$ cat config.mk
export PLATFORM = sky130hd
export DESIGN_NAME = demux_1x2_dispatcher_flat
export DESIGN_NICKNAME = d
export VERILOG_FILES = /design/src/rtl/demux_dispatch_pkg.sv /design/src/rtl/demux_1x2_dispatcher_if.sv /design/src/rtl/dispatch_slot.sv /design/src/rtl/demux_1x2_dispatcher.sv /design/src/flat_wrapper.sv
export SDC_FILE = /design/constraint.sdc
export NUM_CORES = 1
export LEC_CHECK = 0
export ABC_CLOCK_PERIOD_IN_PS = 1980
export CAP_MARGIN = 20
export CORE_ASPECT_RATIO = 1.1
export CORE_MARGIN = 4
export CORE_UTILIZATION = 44
export CTS_CLUSTER_SIZE = 40
export DETAILED_ROUTE_END_ITERATION = 10
export PLACE_DENSITY_LB_ADDON = 0.08
export SLEW_MARGIN = 20
export SYNTH_ARGS = -nofsm -noshare
export SYNTH_HDL_FRONTEND = slang
export SYNTH_HIERARCHICAL = 1
export SYNTH_SLANG_ARGS = --single-unit
$ cat constraint.sdc
create_clock -name clk -period 1.98 [get_ports clk]
set_clock_uncertainty 0.1 [all_clocks]
set_input_delay 0.198 -clock clk [delete_from_list [all_inputs] [get_ports clk]]
set_output_delay 0.198 -clock clk [all_outputs]
set_load 0.005 [all_outputs]
$ cat src/rtl/demux_dispatch_pkg.sv
// Shared types for the 1x2 demux dispatcher.
// Channel ids, steering modes and the slot-free test.
package demux_dispatch_pkg;

  localparam logic CH0 = 1'b0;
  localparam logic CH1 = 1'b1;

  typedef enum logic {
    MODE_RR  = 1'b0,
    MODE_DIR = 1'b1
  } mode_t;

  // A slot draining this cycle counts as free so it can refill.
  function automatic logic slot_free(
    input logic valid,
    input logic ready
  );
    return !valid | ready;
  endfunction

endpackage

$ cat src/rtl/demux_1x2_dispatcher_if.sv
// Producer and consumer handshakes of the 1x2 dispatcher.
// master = producer/consumer side, slave = dispatcher side.
interface demux_1x2_dispatcher_if #(
  parameter int WIDTH = 8,
  parameter int CNT_W = 8
);

  logic             in_valid;
  logic             in_ready;
  logic [WIDTH-1:0] in_data;
  logic             mode;
  logic             dir_sel;
  logic [1:0]       out_valid;
  logic [1:0]       out_ready;
  logic [WIDTH-1:0] out_data0;
  logic [WIDTH-1:0] out_data1;
  logic [CNT_W-1:0] cnt0;
  logic [CNT_W-1:0] cnt1;

  modport master (
    output in_valid,
    output in_data,
    output mode,
    output dir_sel,
    output out_ready,
    input  in_ready,
    input  out_valid,
    input  out_data0,
    input  out_data1,
    input  cnt0,
    input  cnt1
  );

  modport slave (
    input  in_valid,
    input  in_data,
    input  mode,
    input  dir_sel,
    input  out_ready,
    output in_ready,
    output out_valid,
    output out_data0,
    output out_data1,
    output cnt0,
    output cnt1
  );

endinterface

$ cat src/rtl/dispatch_slot.sv
// One-entry holding register with an accepted-beat counter.
// Load wins over drain, giving 1 beat/cycle throughput.
module dispatch_slot #(
  parameter int WIDTH = 8,
  parameter int CNT_W = 8
) (
  input  logic             clk,
  input  logic             rst,
  input  logic             load,
  input  logic [WIDTH-1:0] data_in,
  input  logic             ready_in,
  output logic             valid,
  output logic [WIDTH-1:0] data,
  output logic [CNT_W-1:0] cnt
);

  logic             r_valid;
  logic [WIDTH-1:0] r_data;
  logic [CNT_W-1:0] r_cnt;

  always_ff @(posedge clk) begin
    if (rst) begin
      r_valid <= 1'b0;
      r_data  <= '0;
      r_cnt   <= '0;
    end else if (load) begin
      r_valid <= 1'b1;
      r_data  <= data_in;
      r_cnt   <= r_cnt + CNT_W'(1);
    end else if (ready_in) begin
      r_valid <= 1'b0;
    end
  end

  assign valid = r_valid;
  assign data  = r_data;
  assign cnt   = r_cnt;

endmodule

$ cat src/rtl/demux_1x2_dispatcher.sv
// Steers an input stream to two channels, round-robin or directed.
// Only target selection and the round-robin pointer live here.
module demux_1x2_dispatcher
  import demux_dispatch_pkg::*;
#(
  parameter int WIDTH = 8,
  parameter int CNT_W = 8
) (
  input logic                   clk,
  input logic                   rst,
  demux_1x2_dispatcher_if.slave bus
);

  mode_t      w_mode;
  logic [1:0] w_valid;
  logic [1:0] w_free;
  logic [1:0] w_load;
  logic       w_alt;
  logic       w_dir;
  logic       w_rr_keep;
  logic       w_rr_swap;
  logic       w_tgt;
  logic       w_in_ready;
  logic       w_accept;
  logic       r_ptr;

  assign w_mode = mode_t'(bus.mode);
  assign w_alt  = ~r_ptr;

  assign w_free[CH0] = slot_free(w_valid[CH0], bus.out_ready[CH0]);
  assign w_free[CH1] = slot_free(w_valid[CH1], bus.out_ready[CH1]);

  assign w_dir     = (w_mode == MODE_DIR);
  assign w_rr_keep = !w_dir & w_free[r_ptr];
  assign w_rr_swap = !w_dir & !w_free[r_ptr] & w_free[w_alt];

  // Work-conserving: skip a blocked pointer channel, never in directed mode.
  always_comb begin
    w_tgt = r_ptr;
    unique case (1'b1)
      w_dir:     w_tgt = bus.dir_sel;
      w_rr_keep: w_tgt = r_ptr;
      w_rr_swap: w_tgt = w_alt;
      default:   w_tgt = r_ptr;
    endcase
  end

  assign w_in_ready = !rst & w_free[w_tgt];
  assign w_accept   = bus.in_valid & w_in_ready;

  assign w_load[CH0] = w_accept & (w_tgt == CH0);
  assign w_load[CH1] = w_accept & (w_tgt == CH1);

  always_ff @(posedge clk) begin
    if (rst) begin
      r_ptr <= CH0;
    end else if (w_accept && w_mode == MODE_RR) begin
      r_ptr <= ~w_tgt;
    end
  end

  dispatch_slot #(
    .WIDTH (WIDTH),
    .CNT_W (CNT_W)
  ) u_slot0 (
    .clk      (clk),
    .rst      (rst),
    .load     (w_load[CH0]),
    .data_in  (bus.in_data),
    .ready_in (bus.out_ready[CH0]),
    .valid    (w_valid[CH0]),
    .data     (bus.out_data0),
    .cnt      (bus.cnt0)
  );

  dispatch_slot #(
    .WIDTH (WIDTH),
    .CNT_W (CNT_W)
  ) u_slot1 (
    .clk      (clk),
    .rst      (rst),
    .load     (w_load[CH1]),
    .data_in  (bus.in_data),
    .ready_in (bus.out_ready[CH1]),
    .valid    (w_valid[CH1]),
    .data     (bus.out_data1),
    .cnt      (bus.cnt1)
  );

  assign bus.in_ready  = w_in_ready;
  assign bus.out_valid = w_valid;

endmodule

$ cat src/flat_wrapper.sv
// flat-port wrapper written by rule: the top's interface ports become plain ports
module demux_1x2_dispatcher_flat import demux_dispatch_pkg::*;
#(
  parameter int WIDTH = 8,
  parameter int CNT_W = 8
)
  (clk, rst, bus_in_valid, bus_in_data, bus_mode, bus_dir_sel, bus_out_ready, bus_in_ready, bus_out_valid, bus_out_data0, bus_out_data1, bus_cnt0, bus_cnt1);
  demux_1x2_dispatcher_if #(.WIDTH(WIDTH), .CNT_W(CNT_W)) bus_i ();
  input logic clk;
  input logic rst;
  input wire logic [$bits(bus_i.in_valid)-1:0] bus_in_valid;
  input wire logic [$bits(bus_i.in_data)-1:0] bus_in_data;
  input wire logic [$bits(bus_i.mode)-1:0] bus_mode;
  input wire logic [$bits(bus_i.dir_sel)-1:0] bus_dir_sel;
  input wire logic [$bits(bus_i.out_ready)-1:0] bus_out_ready;
  output wire logic [$bits(bus_i.in_ready)-1:0] bus_in_ready;
  output wire logic [$bits(bus_i.out_valid)-1:0] bus_out_valid;
  output wire logic [$bits(bus_i.out_data0)-1:0] bus_out_data0;
  output wire logic [$bits(bus_i.out_data1)-1:0] bus_out_data1;
  output wire logic [$bits(bus_i.cnt0)-1:0] bus_cnt0;
  output wire logic [$bits(bus_i.cnt1)-1:0] bus_cnt1;
  assign bus_i.in_valid = bus_in_valid;
  assign bus_i.in_data = bus_in_data;
  assign bus_i.mode = bus_mode;
  assign bus_i.dir_sel = bus_dir_sel;
  assign bus_i.out_ready = bus_out_ready;
  assign bus_in_ready = bus_i.in_ready;
  assign bus_out_valid = bus_i.out_valid;
  assign bus_out_data0 = bus_i.out_data0;
  assign bus_out_data1 = bus_i.out_data1;
  assign bus_cnt0 = bus_i.cnt0;
  assign bus_cnt1 = bus_i.cnt1;
  demux_1x2_dispatcher #(.WIDTH(WIDTH), .CNT_W(CNT_W)) u_core (.clk(clk), .rst(rst), .bus(bus_i));
endmodule
==> metrics.yaml, run 1 <==
outcome: "finished, final reports clean"
antenna_cells: 0
synthCells: 151
die_w_um: 62.67
synth_top_area_frac: 0.4844
synth_top_family_by_area: "simple AND/OR/NAND/NOR gates"
die_height_um: 68.14
antenna_found_initial: 0
synthArstFlopShare: 0
yosys-top-cells-area: "dfxtp_1 48%, mux2i_1 12%, nor2_1 7.3%, xor2_1 3.6%, a21oi_1 3.1%"
ys_warn_count: 6
overflow: 0
io_pins: 50
seq_area_um2: 703.2
stdcell_count: 248
synth-adder-area-share: 0.01730
powerDensity_mw_per_mm2: 608.4
fin_area_mm2: 0.002133
io_buffers: 49
finalCritPeriodShare: 0.9694
syn-cell-area_mm2: 0.001446
dr.pass1.iters: 4
core-area_mm2: 0.003100
dp_hpwl_um: 2613
die_area_mm2: 0.004270
peakVddDrop_mv: 0.4665
fill_cells: 276
post_drt_wl_per_cell_um: 13.99
setup_viol: 0
cts_tree: "done"
ys_seq_area_frac: 0.4844
drtIter0Drc: 58
power.leakage_uw: 0.0007962
rsz0062_at_grt: "no"
fin_setup_tns_ns: 0
grt_pass1_vias: 1246
report.final.slew_viol_count: 0
synth_cell_types: 28
vias_per_cell: 5.121
place.gp.congestion: 0.7505
worstMarginPinSlew_ns: 0.3820
ys_top_cells_by_count: "35 x dfxtp_1, 28 x nor2_1, 18 x mux2i_1"
vias: 1270
slew_headroom: 0.7432
drive_above_1_share: 0.1402
synthMuxAreaShare: 0.1246
cts.clk_slew.worst_paths_ns: 0.10
end_kind: "flip-flop"
synth-seq-cells: 35
cp.required_ns: 2.16
fmax_ghz: 0.5210
drc: 0
htreeDepth: 2
maxCapViolCount: 0
post-synth-top-count-cell: "dfxtp_1"
final_nets: 230
ctsHoldBuffers: 0
post_cts_buffers: 0
synth_edf_count: 0
root_buffer: "clkbuf_4"
syn_avg_cell_area_um2: 9.579
ant_nets: 0
worstPathMaxFanout: 4
yosys.area_share.simple: 0.2154
grt_pass1_wl_um: 5616
postRouteWirelength_um: 3469
yosysTopAreaCell: "dfxtp_1"
placedCellCount: 240
rows: 21
finalCriticalPeriod_ns: 1.919
start_util: 0.4665
clk_path_buf_depth: 2
syn-num-nets: 168
track_usage: 0.1729
clock_sinks: 35
synth_compound_area_frac: 0.07699
total_power_uw: 1298
clock_latency_ns: 0.34
startpoint_type: "primary input"
hold-worst-slack_ns: 0.3942
grt_max_degree: 23
synth_xor_xnor_area_share: 0.04844
hold_viol_final: 0
multi_input_area_um2: 732.0
r2r_slack_ns: 0.11
crit_type: "primary input to flip-flop"
yosys_most_used_dff: "dfxtp_1"
placed_area_mm2: 0.002058
cts_buffers: 5
crit_arrival_ns: 2.10
area_growth_pct: 47.49
holdCritPathClass: "primary input to flip-flop"
[layout by cell type, fill, tap and decap left out, types with 2 or more instances in the layout]
cell type,n
or2b_1,2
buf_4,14
mux2i_1,18
o21ai_0,7
nor2_1,28
clkbuf_4,5
xor2_1,6
nand3_1,4
inv_1,2
nand2_1,5
a21oi_1,9
ha_1,2
nand4_1,4
dfxtp_2,2
xnor2_1,2
nand4_2,2
clkdlybuf4s50_1,48
or3_1,7
dfxtp_1,33
[worst paths after layout]
path              depth (start not counted)                endpoint                   start
setup / recovery                          7   u_core/u_slot1/cnt[5]                bus_mode
hold / removal                            4    u_core/u_slot1/valid        bus_out_ready[1]
setup reg to reg                          6   u_core/u_slot1/cnt[5]    u_core/u_slot0/valid
hold reg to reg                           2  u_core/u_slot0/data[2]  u_core/u_slot0/data[2]
[registers in the layout, summed over array words and instances (netlist names)]
name                  count
u_core/u_slot0/data       8
u_core/u_slot0/cnt        8
u_core/r_ptr              1
u_core/u_slot1/valid      1
u_core/u_slot0/valid      1
u_core/u_slot1/data       8
u_core/u_slot1/cnt        8
[stage by stage]
step / utilization / setup WS, ns
after CTS: 0.6860 / 0.09522
after global routing: 0.6881 / 0.01174
final: 0.6881 / 0.06064
after global placement: 0.6638 / -0.1243
after detailed placement: 0.6638 / -0.2384
after floorplan: - / 0.2028
[what timing repair did]
action                                 4_1_cts  5_1_grt
endpoints found under the hold margin        0        0
resized for setup                            3        2
cloned                                       0        0
setup endpoints to repair                    1        3
pin swaps                                    1        2
[cell families (layout without fill, tap and decap cells)]
family,count (synthesis),after routing
simple gates,58,58
flops,35,35
compound gates,20,20
mux,18,18
buf+inv,10,73
xor+xnor,8,8
fa+ha+maj,2,2
[layer usage]
| layer | GRT usage | part of all wire | routed length (um) |
|---|---|---|---|
| met1 | 0.1746 | 0.42 | 1468 |
| met2 | 0.3009 | 0.48 | 1682 |
| met3 | 0.08374 | 0.075 | 259 |
| met4 | 0.09091 | 0.017 | 59 |
| met5 | 0 | 0 | 0 |
[layout make-up]
type                    count  share of cell area
multi-input cells         106              0.3431
flip-flops and latches     35              0.3296
repair buffers             63              0.2786
well taps                  34             0.01994
clock buffers               6             0.01935
clock inverters             2            0.005865
inverters                   2            0.003519
[where the power goes]
part           internal [uW]  switching [uW]  total, uW
clock network            137             240        377
registers                725            15.1        740
logic                    107            73.6        181
total                    969             329       1300
[critical path, cell delays in order]
cell and delay, ns:
clkdlybuf4s50_1 0.48, or2b_1 0.23, o31ai_1 0.11, nor4b_4 0.39, nand4_2 0.17, or3_1 0.38
a21oi_1 0.15
(Power assumes the default switching activity.)
==> inputs of run 2 (changes only) <==
CORE_MARGIN = not set   (was 4)
CTS_CLUSTER_DIAMETER = 200   (was not set)
==> metrics.yaml, run 2 (synthesis results as in run 1) <==
dp_hpwl_um: 2273  # -13%
area_growth_pct: 45.76
vias_per_cell: 5.101  # -0.39%
cp.required_ns: 2.13  # -0.03 ns
rsz0062_at_grt: "no"
violations: "design-rule violations"
finalCritPeriodShare: 0.9286  # -0.04076
antenna_found_initial: 0  # unchanged
overflow: 0  # unchanged
ant_nets: 0  # unchanged
die_height_um: 62.14  # -8.8%
total_power_uw: 1272  # -2.0%
hold-worst-slack_ns: 0.4004  # +0.006191 ns
hold_depth: 2  # -2
final_common_cell: "clkdlybuf4s50_1"
clock_latency_ns: 0.32  # -0.02 ns
drtIter0Drc: 68  # +17%
final_cell_mix: "48 x clkdlybuf4s50_1, 34 x dfxtp_1, 28 x nor2_1"
worstRegToRegCells: 6  # unchanged
vias: 1265  # -0.39%
outcome: "complete, but fails checks"
root_buffer: "clkbuf_4"
die_w_um: 56.67  # -9.6%
core-area_mm2: 0.003100  # unchanged
die_area_mm2: 0.003521  # -18%
io_buffers: 49  # unchanged
cts_tree: "done"
grt_pass1_wl_um: 5444  # -3.1%
grt_max_degree: 36  # +57%
io_pins: 50  # unchanged
cts_buffers: 5  # unchanged
post_drt_wl_per_cell_um: 12.85  # -8.1%
antenna_cells: 0  # unchanged
report.final.slew_viol_count: 0  # unchanged
fin_area_mm2: 0.002108  # -1.2%
power.leakage_uw: 0.0007973  # +0.13%
maxCapViolCount: 0  # unchanged
powerDensity_mw_per_mm2: 603.4  # -0.82%
end_kind: "flip-flop"
peakVddDrop_mv: 0.5577  # +20%
fmax_ghz: 0.5439  # +4.4%
clk_path_buf_depth: 2  # unchanged
drive_above_1_share: 0.1262  # -0.01402
place.gp.congestion: 0.8312  # +11%
dr.pass1.iters: 7  # +3
crit_type: "primary input to flip-flop"
placed_area_mm2: 0.002051  # -0.36%
holdCritPathClass: "flip-flop to flip-flop"
startpoint_type: "primary input"
start_util: 0.4665  # unchanged
track_usage: 0.1951  # +0.02225
finalCriticalPeriod_ns: 1.839  # -0.08071 ns
hold_viol_final: 0  # unchanged
postRouteWirelength_um: 3188  # -8.1%
slew_headroom: 0.7426  # about the same
cts.clk_slew.worst_paths_ns: 0.10  # about the same
setup_viol: 0  # unchanged
rows: 21  # unchanged
worstMarginPinSlew_ns: 0.3828  # +0.0008079 ns
fin_setup_tns_ns: 0  # unchanged
drc: 8  # +8
clock_sinks: 35  # unchanged
worstPathMaxFanout: 5  # +1
htreeDepth: 2  # unchanged
ctsHoldBuffers: 0  # unchanged
r2r_slack_ns: 0.17  # +0.06 ns
final_nets: 230  # unchanged
grt_pass1_vias: 1240  # -0.48%
crit_arrival_ns: 1.99  # -0.11 ns
-- run 2: report_power, final --
group          internal (uW)  switching (uW)  total [uW]
Clock                    139             220         359
Combinational            104            70.1         174
Sequential               725            14.6         739
Total                    967             305        1270
-- run 2: worst paths after layout --
path                                              from                endpoint
worst min-delay path            u_core/u_slot1/data[4]  u_core/u_slot1/data[4]
worst min register to register  u_core/u_slot1/data[4]  u_core/u_slot1/data[4]
worst max register to register    u_core/u_slot0/valid   u_core/u_slot0/cnt[5]
worst max-delay path                  bus_out_ready[0]   u_core/u_slot0/cnt[5]
-- run 2: what timing repair did --
action                     CTS  global route
setup endpoints to repair    1             0
setup buffers                1             0
resized for setup            2             0
-- run 2: layout make-up --
type | count | area (um2)
multi-input combinational | 106 | 711.9
sequential | 35 | 701.9
clock buffer | 7 | 45.04
fill | 263 | 992.2
tap | 34 | 42.54
timing repair buffer | 63 | 594.3
clock inverter | 1 | 5.005
inverter | 2 | 7.507
-- run 2: metal layers --
layer  share of wire  GRT usage  vias to the layer above  routed length [um]
li1                -          -                      639                   -
met1            0.44     0.2392                      580                1418
met2            0.47     0.3185                       44                1508
met5               0          0                        -                   0
met3           0.075    0.06875                        2                 238
met4          0.0069    0.05938                        0                  22
-- run 2: stage by stage --
step                      cells  utilization  worst slack [ns]
after detailed placement    239       0.6614           -0.1692
final                       248       0.6800            0.1414
after floorplan             151            -            0.2028
after global routing        248       0.6800           0.02386
after global placement      239       0.6614           -0.1390
after CTS                   248       0.6800            0.1607
-- run 2: worst max-delay path, cell delays in order --
cell and delay, ns:
clkdlybuf4s50_1 0.52, or2b_1 0.14, nand3b_1 0.10, a211oi_2 0.32, nand4_2 0.17, or3_1 0.38
a21oi_1 0.15
